<file path="config.mk">
export PLATFORM = sky130hd
export DESIGN_NAME = imem_loader
export DESIGN_NICKNAME = d
export VERILOG_FILES = /design/src/rtl/mips16_loader_defs.sv /design/src/rtl/loader_chksum.sv /design/src/rtl/imem_loader.sv
export SDC_FILE = /design/constraint.sdc
export NUM_CORES = 1
export LEC_CHECK = 0
export BUFFER_PORTS_ARGS = -buffer_cell sky130_fd_sc_hd__buf_2
export CORE_MARGIN = 3
export CORE_UTILIZATION = 25
export CTS_BUF_LIST = sky130_fd_sc_hd__clkbuf_2
export CTS_CLUSTER_SIZE = 28
export DETAILED_ROUTE_END_ITERATION = 12
export MAX_ROUTING_LAYER = met4
export PLACE_DENSITY = 0.47
export SYNTH_ARGS = -nofsm -noshare
export SYNTH_HDL_FRONTEND = slang
export SYNTH_SLANG_ARGS = --single-unit
</file>
<file path="constraint.sdc">
create_clock -name i_Clk -period 1.76 [get_ports i_Clk]
set_input_delay 0 -clock i_Clk [delete_from_list [all_inputs] [get_ports i_Clk]]
set_output_delay 0 -clock i_Clk [all_outputs]
set_load 0.005 [all_outputs]
</file>
<file path="src/rtl/mips16_loader_defs.sv">
// Shared definitions for the IMEM boot loader.
// Contents: the loader FSM state encoding, the error codes reported on
// o_Err, and a helper that tells whether a state accepts stream bytes.
package mips16_loader_defs;

    typedef enum logic [2:0] {
        ST_IDLE    = 3'd0,
        ST_LEN_HI  = 3'd1,
        ST_LEN_LO  = 3'd2,
        ST_DATA_HI = 3'd3,
        ST_DATA_LO = 3'd4,
        ST_CHK     = 3'd5,
        ST_RUN     = 3'd6,
        ST_ERR     = 3'd7
    } state_e;

    localparam logic [1:0] ERR_NONE = 2'd0;
    localparam logic [1:0] ERR_LEN  = 2'd1;
    localparam logic [1:0] ERR_CHK  = 2'd2;

    // True for the states in which the loader consumes stream bytes.
    function automatic logic takes_bytes(input state_e s);
        return (s == ST_LEN_HI) || (s == ST_LEN_LO) || (s == ST_DATA_HI) ||
               (s == ST_DATA_LO) || (s == ST_CHK);
    endfunction

endpackage

</file>
<file path="src/rtl/loader_chksum.sv">
// 8-bit XOR accumulator for the boot stream checksum.
// Ports:
//   i_Clk   - clock
//   i_Rst   - asynchronous active-low reset
//   i_Clr   - synchronous clear (wins over i_En)
//   i_En    - fold i_Byte into the running XOR
//   i_Byte  - byte to accumulate
//   o_Sum   - running XOR of all bytes folded in since the last clear
module loader_chksum (
    input  logic       i_Clk,
    input  logic       i_Rst,
    input  logic       i_Clr,
    input  logic       i_En,
    input  logic [7:0] i_Byte,
    output logic [7:0] o_Sum
);

    logic [7:0] sum_q;
    logic [7:0] sum_d;

    always_comb begin
        sum_d = sum_q;
        if (i_Clr) begin
            sum_d = 8'h00;
        end else if (i_En) begin
            sum_d = sum_q ^ i_Byte;
        end
    end

    always_ff @(posedge i_Clk or negedge i_Rst) begin
        if (!i_Rst) begin
            sum_q <= 8'h00;
        end else begin
            sum_q <= sum_d;
        end
    end

    assign o_Sum = sum_q;

endmodule

</file>
<file path="src/rtl/imem_loader.sv">
// Boot-time loader sitting in front of the 16-bit MIPS instruction memory.
// Receives a byte stream (length hi/lo, N instruction byte pairs, XOR
// checksum), writes the packed words into IMEM from address 0 and releases
// the core only after the checksum matches.
// Ports:
//   i_Clk, i_Rst        - clock, asynchronous active-low reset
//   i_Start             - one-cycle pulse starting a load (IDLE/RUN/ERR only)
//   i_Byte, i_Byte_Valid, o_Byte_Ready - byte stream handshake
//   o_IM_WE, o_IM_Addr, o_IM_Data      - IMEM write port (one strobe per word)
//   o_CPU_Run           - 1 releases the core, 0 holds it in reset
//   o_Busy, o_Done      - load in progress / last load succeeded
//   o_Err               - 0 none, 1 length overflow, 2 checksum mismatch
module imem_loader
    import mips16_loader_defs::*;
#(
    parameter int ADDR_W    = 16,
    parameter int DATA_W    = 16,
    parameter int MAX_WORDS = 256
) (
    input  logic              i_Clk,
    input  logic              i_Rst,
    input  logic              i_Start,
    input  logic [7:0]        i_Byte,
    input  logic              i_Byte_Valid,
    output logic              o_Byte_Ready,
    output logic              o_IM_WE,
    output logic [ADDR_W-1:0] o_IM_Addr,
    output logic [DATA_W-1:0] o_IM_Data,
    output logic              o_CPU_Run,
    output logic              o_Busy,
    output logic              o_Done,
    output logic [1:0]        o_Err
);

    localparam int          IDX_W = $clog2(MAX_WORDS) + 1;
    localparam logic [16:0] MAX_N = 17'(MAX_WORDS);

    state_e state_q, state_d;

    logic [7:0]        len_hi_q, len_hi_d;
    logic [15:0]       len_q, len_d;
    logic [IDX_W-1:0]  idx_q, idx_d;
    logic [7:0]        hi_q, hi_d;
    logic              ready_q, ready_d;
    logic              we_q, we_d;
    logic [ADDR_W-1:0] addr_q, addr_d;
    logic [DATA_W-1:0] data_q, data_d;
    logic              run_q, run_d;
    logic              busy_q, busy_d;
    logic              done_q, done_d;
    logic [1:0]        err_q, err_d;

    logic              accept;
    logic              start_ok;
    logic [15:0]       len_full;
    logic              len_over;
    logic [IDX_W-1:0]  idx_next;
    logic              last_word;
    logic [7:0]        sum;

    // A byte moves only when the registered ready meets a valid byte.
    assign accept    = i_Byte_Valid && ready_q;
    assign start_ok  = i_Start && ((state_q == ST_IDLE) || (state_q == ST_RUN) ||
                                   (state_q == ST_ERR));
    assign len_full  = {len_hi_q, i_Byte};
    assign len_over  = {1'b0, len_full} > MAX_N;
    assign idx_next  = idx_q + 1'b1;
    assign last_word = 32'(idx_next) == 32'(len_q);

    // The checksum byte itself is compared, never folded in.
    loader_chksum u_chksum (
        .i_Clk  (i_Clk),
        .i_Rst  (i_Rst),
        .i_Clr  (start_ok),
        .i_En   (accept && (state_q != ST_CHK)),
        .i_Byte (i_Byte),
        .o_Sum  (sum)
    );

    // State register
    always_ff @(posedge i_Clk or negedge i_Rst) begin
        if (!i_Rst) begin
            state_q <= ST_IDLE;
        end else begin
            state_q <= state_d;
        end
    end

    // Next-state logic
    always_comb begin
        state_d = state_q;
        case (state_q)
            ST_IDLE, ST_RUN, ST_ERR: begin
                if (i_Start) state_d = ST_LEN_HI;
            end
            ST_LEN_HI: begin
                if (accept) state_d = ST_LEN_LO;
            end
            ST_LEN_LO: begin
                if (accept) begin
                    if (len_over)              state_d = ST_ERR;
                    else if (len_full == 16'd0) state_d = ST_CHK;
                    else                       state_d = ST_DATA_HI;
                end
            end
            ST_DATA_HI: begin
                if (accept) state_d = ST_DATA_LO;
            end
            ST_DATA_LO: begin
                if (accept) state_d = last_word ? ST_CHK : ST_DATA_HI;
            end
            ST_CHK: begin
                if (accept) state_d = (i_Byte == sum) ? ST_RUN : ST_ERR;
            end
            default: state_d = ST_IDLE;
        endcase
    end

    // Output and datapath next-values
    always_comb begin
        len_hi_d = len_hi_q;
        len_d    = len_q;
        idx_d    = idx_q;
        hi_d     = hi_q;
        we_d     = 1'b0;
        addr_d   = addr_q;
        data_d   = data_q;
        run_d    = run_q;
        busy_d   = busy_q;
        done_d   = done_q;
        err_d    = err_q;
        // Ready is registered from the upcoming state, so it never depends
        // combinationally on i_Byte_Valid at the output.
        ready_d  = takes_bytes(state_d);

        if (start_ok) begin
            idx_d  = '0;
            run_d  = 1'b0;
            busy_d = 1'b1;
            done_d = 1'b0;
            err_d  = ERR_NONE;
        end

        if (accept) begin
            case (state_q)
                ST_LEN_HI: len_hi_d = i_Byte;
                ST_LEN_LO: begin
                    len_d = len_full;
                    if (len_over) begin
                        err_d  = ERR_LEN;
                        busy_d = 1'b0;
                    end
                end
                ST_DATA_HI: hi_d = i_Byte;
                ST_DATA_LO: begin
                    we_d   = 1'b1;
                    addr_d = ADDR_W'(idx_q);
                    data_d = DATA_W'({hi_q, i_Byte});
                    idx_d  = idx_next;
                end
                ST_CHK: begin
                    busy_d = 1'b0;
                    if (i_Byte == sum) begin
                        done_d = 1'b1;
                        run_d  = 1'b1;
                    end else begin
                        err_d  = ERR_CHK;
                    end
                end
                default: ;
            endcase
        end
    end

    always_ff @(posedge i_Clk or negedge i_Rst) begin
        if (!i_Rst) begin
            len_hi_q <= '0;
            len_q    <= '0;
            idx_q    <= '0;
            hi_q     <= '0;
            ready_q  <= 1'b0;
            we_q     <= 1'b0;
            addr_q   <= '0;
            data_q   <= '0;
            run_q    <= 1'b0;
            busy_q   <= 1'b0;
            done_q   <= 1'b0;
            err_q    <= ERR_NONE;
        end else begin
            len_hi_q <= len_hi_d;
            len_q    <= len_d;
            idx_q    <= idx_d;
            hi_q     <= hi_d;
            ready_q  <= ready_d;
            we_q     <= we_d;
            addr_q   <= addr_d;
            data_q   <= data_d;
            run_q    <= run_d;
            busy_q   <= busy_d;
            done_q   <= done_d;
            err_q    <= err_d;
        end
    end

    assign o_Byte_Ready = ready_q;
    assign o_IM_WE      = we_q;
    assign o_IM_Addr    = addr_q;
    assign o_IM_Data    = data_q;
    assign o_CPU_Run    = run_q;
    assign o_Busy       = busy_q;
    assign o_Done       = done_q;
    assign o_Err        = err_q;

endmodule

</file>
* Word level (Yosys, flattened, before mapping)
Index checks and enable logic that the tools add are counted.
** Word-level totals
- Output and inout port bits :: 39
- Register bits :: 84
- Logic and storage cells :: 84
** Cells by class
- $lt $le $gt $ge :: 1
- Reduce and logical (&&, ||, !) cells :: 17
- Bitwise gates (word level) :: 1
- $add $sub $neg :: 1
- Multiplexer cells :: 35
- Equality and inequality tests :: 15
** Operator list (count)
- $mux 3 :: 9
- $mux 9 :: 3
- $eq 3x3->1 const B :: 6
- $pmux 3 s6 :: 1
- $eq 9x16->1 :: 1
- $gt 16x9->1 const B :: 1
- $logic_not 16->1 :: 1
- $mux 8 :: 2
- $mux 1 :: 14
- $eq 3x2->1 const B :: 4
- $add 9x1->9 const B :: 1
- $eq 8x8->1 :: 1
- $mux 2 :: 4
- $reduce_and 2->1 :: 4
- $xor 8x8->8 :: 1
- $eq 3x1->1 const B :: 2
- $logic_or 1x1->1 :: 6
- $pmux 2 s2 :: 1
- $logic_and 1x1->1 :: 3
- $logic_not 3->1 :: 1
- $ne 3x3->1 const B :: 1
- $reduce_or 3->1 :: 1
- $pmux 1 s2 :: 1
- $reduce_bool 2->1 :: 1

* Logic depth before layout (Yosys ltp)
- Depth after elaboration :: 10
- Gate-level depth with buffers :: 9

* Cells and area by module
Synthesis repeated with hierarchy kept, for this count alone.
** Unflattened totals
- Cells, all modules :: 391
- Area total of the unflattened synthesis :: 4072.7 sq um
** By module, submodules not included
- imem_loader :: cells each 356, times used 1, area an instance 3666.0 sq um
- loader_chksum :: cells each 35, times used 1, area an instance 406.6 sq um

* Least setup slack after synthesis
OpenSTA, ideal clock, no wires.
- Path kind :: flip-flop to flip-flop
- Start point :: register state_q[0]
- End point :: register ready_q (netlist: o_Byte_Ready)
- Buffers on the path :: 1
- Stages on the path, launching flop included :: 7
- Library setup time :: 0.144 ns
- Slack :: -0.139 ns
- Data required time :: 1.616 ns
- Period minus slack after synthesis :: 1.899 ns
- Arrival time :: 1.755 ns
- Cells stage by stage :: dfrtp_1 -> buf_6 -> or4_1 -> nor3_1 -> nand4_1 -> nor4_2 -> o221ai_1
** Between the ends
- Longest elaborated chain between the ends :: 8
** Ends and longest elaborated chain
- from (decl) :: RTL line imem_loader.sv:38 : state_e state_q, state_d;
- from (signal assigned) :: RTL line imem_loader.sv:85 : state_q <= state_d;
- $eq 3x3->1 or $logic_not 3->1 (tied branches) :: RTL line imem_loader.sv:92 : case (state_q)
- $reduce_or 3->1 :: RTL line imem_loader.sv:92
- $pmux 3 s6 * :: RTL line imem_loader.sv:92
- $eq 3x1->1 or $eq 3x2->1 (tied branches) :: RTL line mips16_loader_defs.sv:23 : return (s == ST_LEN_HI) || (s == ST_LEN_LO) || (s == ST_DATA_HI) ||
- $logic_or 1x1->1 (3 in series) :: RTL line mips16_loader_defs.sv:23
- $logic_or 1x1->1 * :: RTL line mips16_loader_defs.sv:24 : (s == ST_DATA_LO) || (s == ST_CHK);
- via ready_d :: RTL line imem_loader.sv:44 : logic ready_q, ready_d;
- to (signal assigned) :: RTL line imem_loader.sv:194 : ready_q <= ready_d;
- to (decl) :: RTL line imem_loader.sv:44
Mark *: on every way through the listed nets, which the timed path passes. The rest lies on a longest branch.
A chain may end at the register's enable or synchronous reset.

* Worst setup path in the final report
- Start point :: register len_q[9]
- End point :: register ready_q (netlist: o_Byte_Ready)
** Between the ends
- Longest elaborated chain between the ends :: 9
** Ends and longest elaborated chain
- from (decl) :: RTL line imem_loader.sv:41 : logic [15:0] len_q, len_d;
- from (signal assigned) :: RTL line imem_loader.sv:191 : len_q <= len_d;
- $eq 9x16->1 * :: RTL line imem_loader.sv:68 : assign last_word = 32'(idx_next) == 32'(len_q);
- $mux 3 * (2 in series) :: RTL line imem_loader.sv:110 : if (accept) state_d = last_word ? ST_CHK : ST_DATA_HI;
- $pmux 3 s6 * :: RTL line imem_loader.sv:92
- $eq 3x1->1 or $eq 3x2->1 (tied branches) :: RTL line mips16_loader_defs.sv:23
- $logic_or 1x1->1 (3 in series) :: RTL line mips16_loader_defs.sv:23
- $logic_or 1x1->1 * :: RTL line mips16_loader_defs.sv:24
- via ready_d :: RTL line imem_loader.sv:44
Marked as above.

==> flow_summary_export.csv <==
group,metric,value,unit
setup_path,critPathMaxFanout,3,
final_layout,mostFrequentLayoutCells,"100 x nand2_1, 83 x dfrtp_1, 56 x buf_4",
grt,grt_max_degree,37,
floorplanning,rows,44,
detailed_routing,drt_first_pass_iters,4,
grt,gr-usage-all-layers,12.7,%
sta,relSlewSlack,67.2,%
clock_network,ctsRootBufferMaster,"clkbuf_2",
floorplanning,start_util,26.1,%
setup_path,r2r_start,"len_q[9]",
synth,netlist_area,0.00388,mm^2
sta,fin_crit_sh,108,%
clock_network,ctsLongestPathBuffers,2,
setup_path,regToRegEndpoint,"o_Byte_Ready",
synth,syn-mean-instance-area,10.1,um^2
sta,grt_setup_unrepaired,"yes",
sta,slew_viol_final,0,
synth,synth.area.mux_share,9.83,%
synth,ys.flop_type,"dfrtp_1",
run,max-cap-violations,0,
sta,worstMarginPinSlew,0.488,ns
final_layout,diodes,0,
setup_path,r2r_slack,-0.13,ns
setup_path,r2r_cells,5,
clock_network,path_clk_slew,0.27,ns
pwr,leakagePower,2.43,nW
pwr,power.density,1340,mW/mm^2
detailed_routing,ant_nets,0,
grt,overflow,0,
synth,synth_top_family_by_area,"simple AND/OR/NAND/NOR gates",
placed_design,portBuffers,43,
synth,synth-edff-count,0,
pwr,irDropWorstVdd,0.636,mV
placed_design,pre_cts_slack,-0.267,ns
clock_network,htreeDepth,3,
synth,synth-xor-area-share,6.54,%
setup_path,critPathLaunchType,"flop",
pwr,p_sw_share,36.2,%
hold_path,hp-class,"in2reg",
final_layout,final_common_cell,"nand2_1",
placed_design,gp_congestion,0.823,
clock_network,cts_buffers,9,
detailed_routing,drtIter0Drc,130,
synth,synth_fa_ha_area_share,0.322,%
final_layout,syn_to_final_growth,30.7,%
grt,antenna_found_initial,0,
detailed_routing,via_per_inst,4.43,
pwr,switchingPower,2.46,mW
sta,final-setup-viol-count,3,
setup_path,setup.worst_path.end_class,"flop",
outcome,violations,"setup timing",
floorplanning,die_h,131,um
synth,synth-simple-area-share,19.0,%
final_layout,post-route-util,34.1,%
floorplanning,die_w,131,um
sta,fin_ws,-0.133,ns
final_layout,layout.nets,506,
pwr,seqPwrFrac,46.2,%
placed_design,postPlaceCellArea,0.00473,mm^2
synth,ys_warn_count,0,
pwr,power,6.80,mW
grt,grt_pass1_wl,16300,um
floorplanning,die-area,0.0171,mm^2
detailed_routing,drc,0,
pwr,clkPwrFrac,14.2,%
setup_path,critPathLaunch,"len_q[9]",
final_layout,drive_above_1_share,35.3,%
clock_network,cts_sinks,84,
final_layout,fin_cells,682,
setup_path,critPathKind,"reg2reg",
detailed_routing,vias,3019,
sta,min_period,1.89,ns
sta,hold_violations,0,
setup_path,critPathCapture,"o_Byte_Ready",
placed_design,dpl.cell_count,647,
placed_design,hpwl,6910,um
final_layout,design_area,0.00507,mm^2
grt,grt_pass1_vias,3165,
synth,ys_seq_elements,84,
sta,max_freq,0.528,GHz
floorplanning,core_region_area,0.0149,mm^2
synth,ys_seq_area_share,54.2,%
pwr,pwr-share-comb,39.6,%
synth,synthArstFlopShare,100,%
synth,synth_compound_area_share,6.19,%
pwr,p_int,4.34,mW
clock_network,cts_tree,"yes",
setup_path,arrival,2.34,ns
floorplanning,io_pins,51,
detailed_routing,wl_per_cell,14.5,um
outcome,status,"finished, violations left",
sta,finClkSkew,0.0321,ns
synth,ys_types,46,
clock_network,clk_latency,0.57,ns
detailed_routing,routed_wl,9880,um
setup_path,required,2.21,ns
synth,synthCells,383,
how the worst min path moves through the flow:
stage / end / startpoint / slack, ns / depth (start not counted)
CTS: o_IM_Data[1] / i_Byte[1] / 0.26 / 5
floorplan: hi_q[0] / i_Rst / -0.30 / 0
finish: o_IM_Data[6] / i_Byte[6] / 0.31 / 5
global route: o_IM_Data[6] / i_Byte[6] / 0.28 / 5
detailed placement: o_IM_Addr[3] / i_Rst / 0.02 / 1
global placement: o_IM_Addr[3] / i_Rst / 0.01 / 1
state kept, by name, summed over array words and instances, names as in the netlist:
name,count
hi_q,8
idx_q,9
len_hi_q,8
len_q,16
o_Busy,1
o_Byte_Ready,1
o_CPU_Run,1
o_Done,1
o_Err,2
o_IM_Addr,9
o_IM_Data,16
o_IM_WE,1
state_q,3
u_chksum.o_Sum,8
power by group through the flow:
| stage | clock, mW | combinational (mW) | sequential, mW |
|---|---|---|---|
| 2_1_floorplan | 0 | 1.61 | 3.10 |
| 3_3_place_gp | 0 | 2.56 | 3.16 |
| 3_5_place_dp | 0 | 2.60 | 3.17 |
| 4_1_cts | 1.04 | 2.72 | 3.13 |
| 5_1_grt | 1.11 | 3.03 | 3.24 |
| 6_report | 0.964 | 2.70 | 3.14 |
Yosys cell counts, types with 4 or more instances:
cell / n / area share [%]
nor4_1: 4 / 0.64
nand2_1: 100 / 9.7
buf_4: 8 / 1.5
clkbuf_1: 7 / 0.68
nor2b_1: 6 / 0.97
xnor2_1: 15 / 3.4
a21oi_1: 7 / 0.90
xor2_1: 14 / 3.2
nor3_1: 5 / 0.64
o21ai_0: 18 / 2.3
buf_2: 7 / 0.90
inv_1: 4 / 0.39
nand3_1: 6 / 0.77
mux2_2: 33 / 9.6
nor2_1: 25 / 2.4
o31ai_1: 4 / 0.77
dfrtp_1: 84 / 54
area by class of cell:
type | instances | area [um^2]
Clock buffer | 9 | 45.0
Clock inverter | 7 | 55.1
Fill cell | 1545 | 9790
Inverter | 5 | 18.8
Multi-Input combinational cell | 277 | 1750
Sequential cell | 84 | 2100
Tap cell | 184 | 230
Timing Repair Buffer | 116 | 871
per-stage QoR:
stage	hold WS (ns)	setup TNS, ns
after floorplan	-0.296	0
after global placement	0.0121	-0.232
after detailed placement	0.0176	-0.683
after CTS	0.263	-0.283
after global routing	0.280	-0.792
final	0.311	-0.267
critical path, cell delays in order, from the launching register on:
cell	delay, ns
dfrtp_1	0.44
or4_4	0.51
nor3_2	0.11
nand4_1	0.16
nor4_4	0.39
o221ai_1	0.16
layer usage:
| layer | GRT usage, % | part of all wire [%] | wire [um] |
|---|---|---|---|
| met5 | - | 0 | 0 |
| met4 | 4.30 | 1.1 | 112 |
| met3 | 2.56 | 3.8 | 379 |
| met2 | 19.1 | 45 | 4430 |
| met1 | 17.2 | 50 | 4960 |
cell families (layout without fill, tap and decap cells):
kind of cell    count (synthesis)  after routing
compound gates                 40             40
other cells                     1              7
xor+xnor                       29             29
fa+ha+maj                       1              1
flops                          84             84
mux                            34             34
simple gates                  166            166
buf+inv                        28            137
repair_timing:
action | in CTS | in global routing
gates resized for setup | 6 | 8
pin swaps | 7 | 5
endpoints found under the setup margin | 10 | 11
hold endpoints to repair | 130 | 0
setup buffers | 6 | 0
hold buffers | 13 | 0
(Power assumes the default switching activity.)
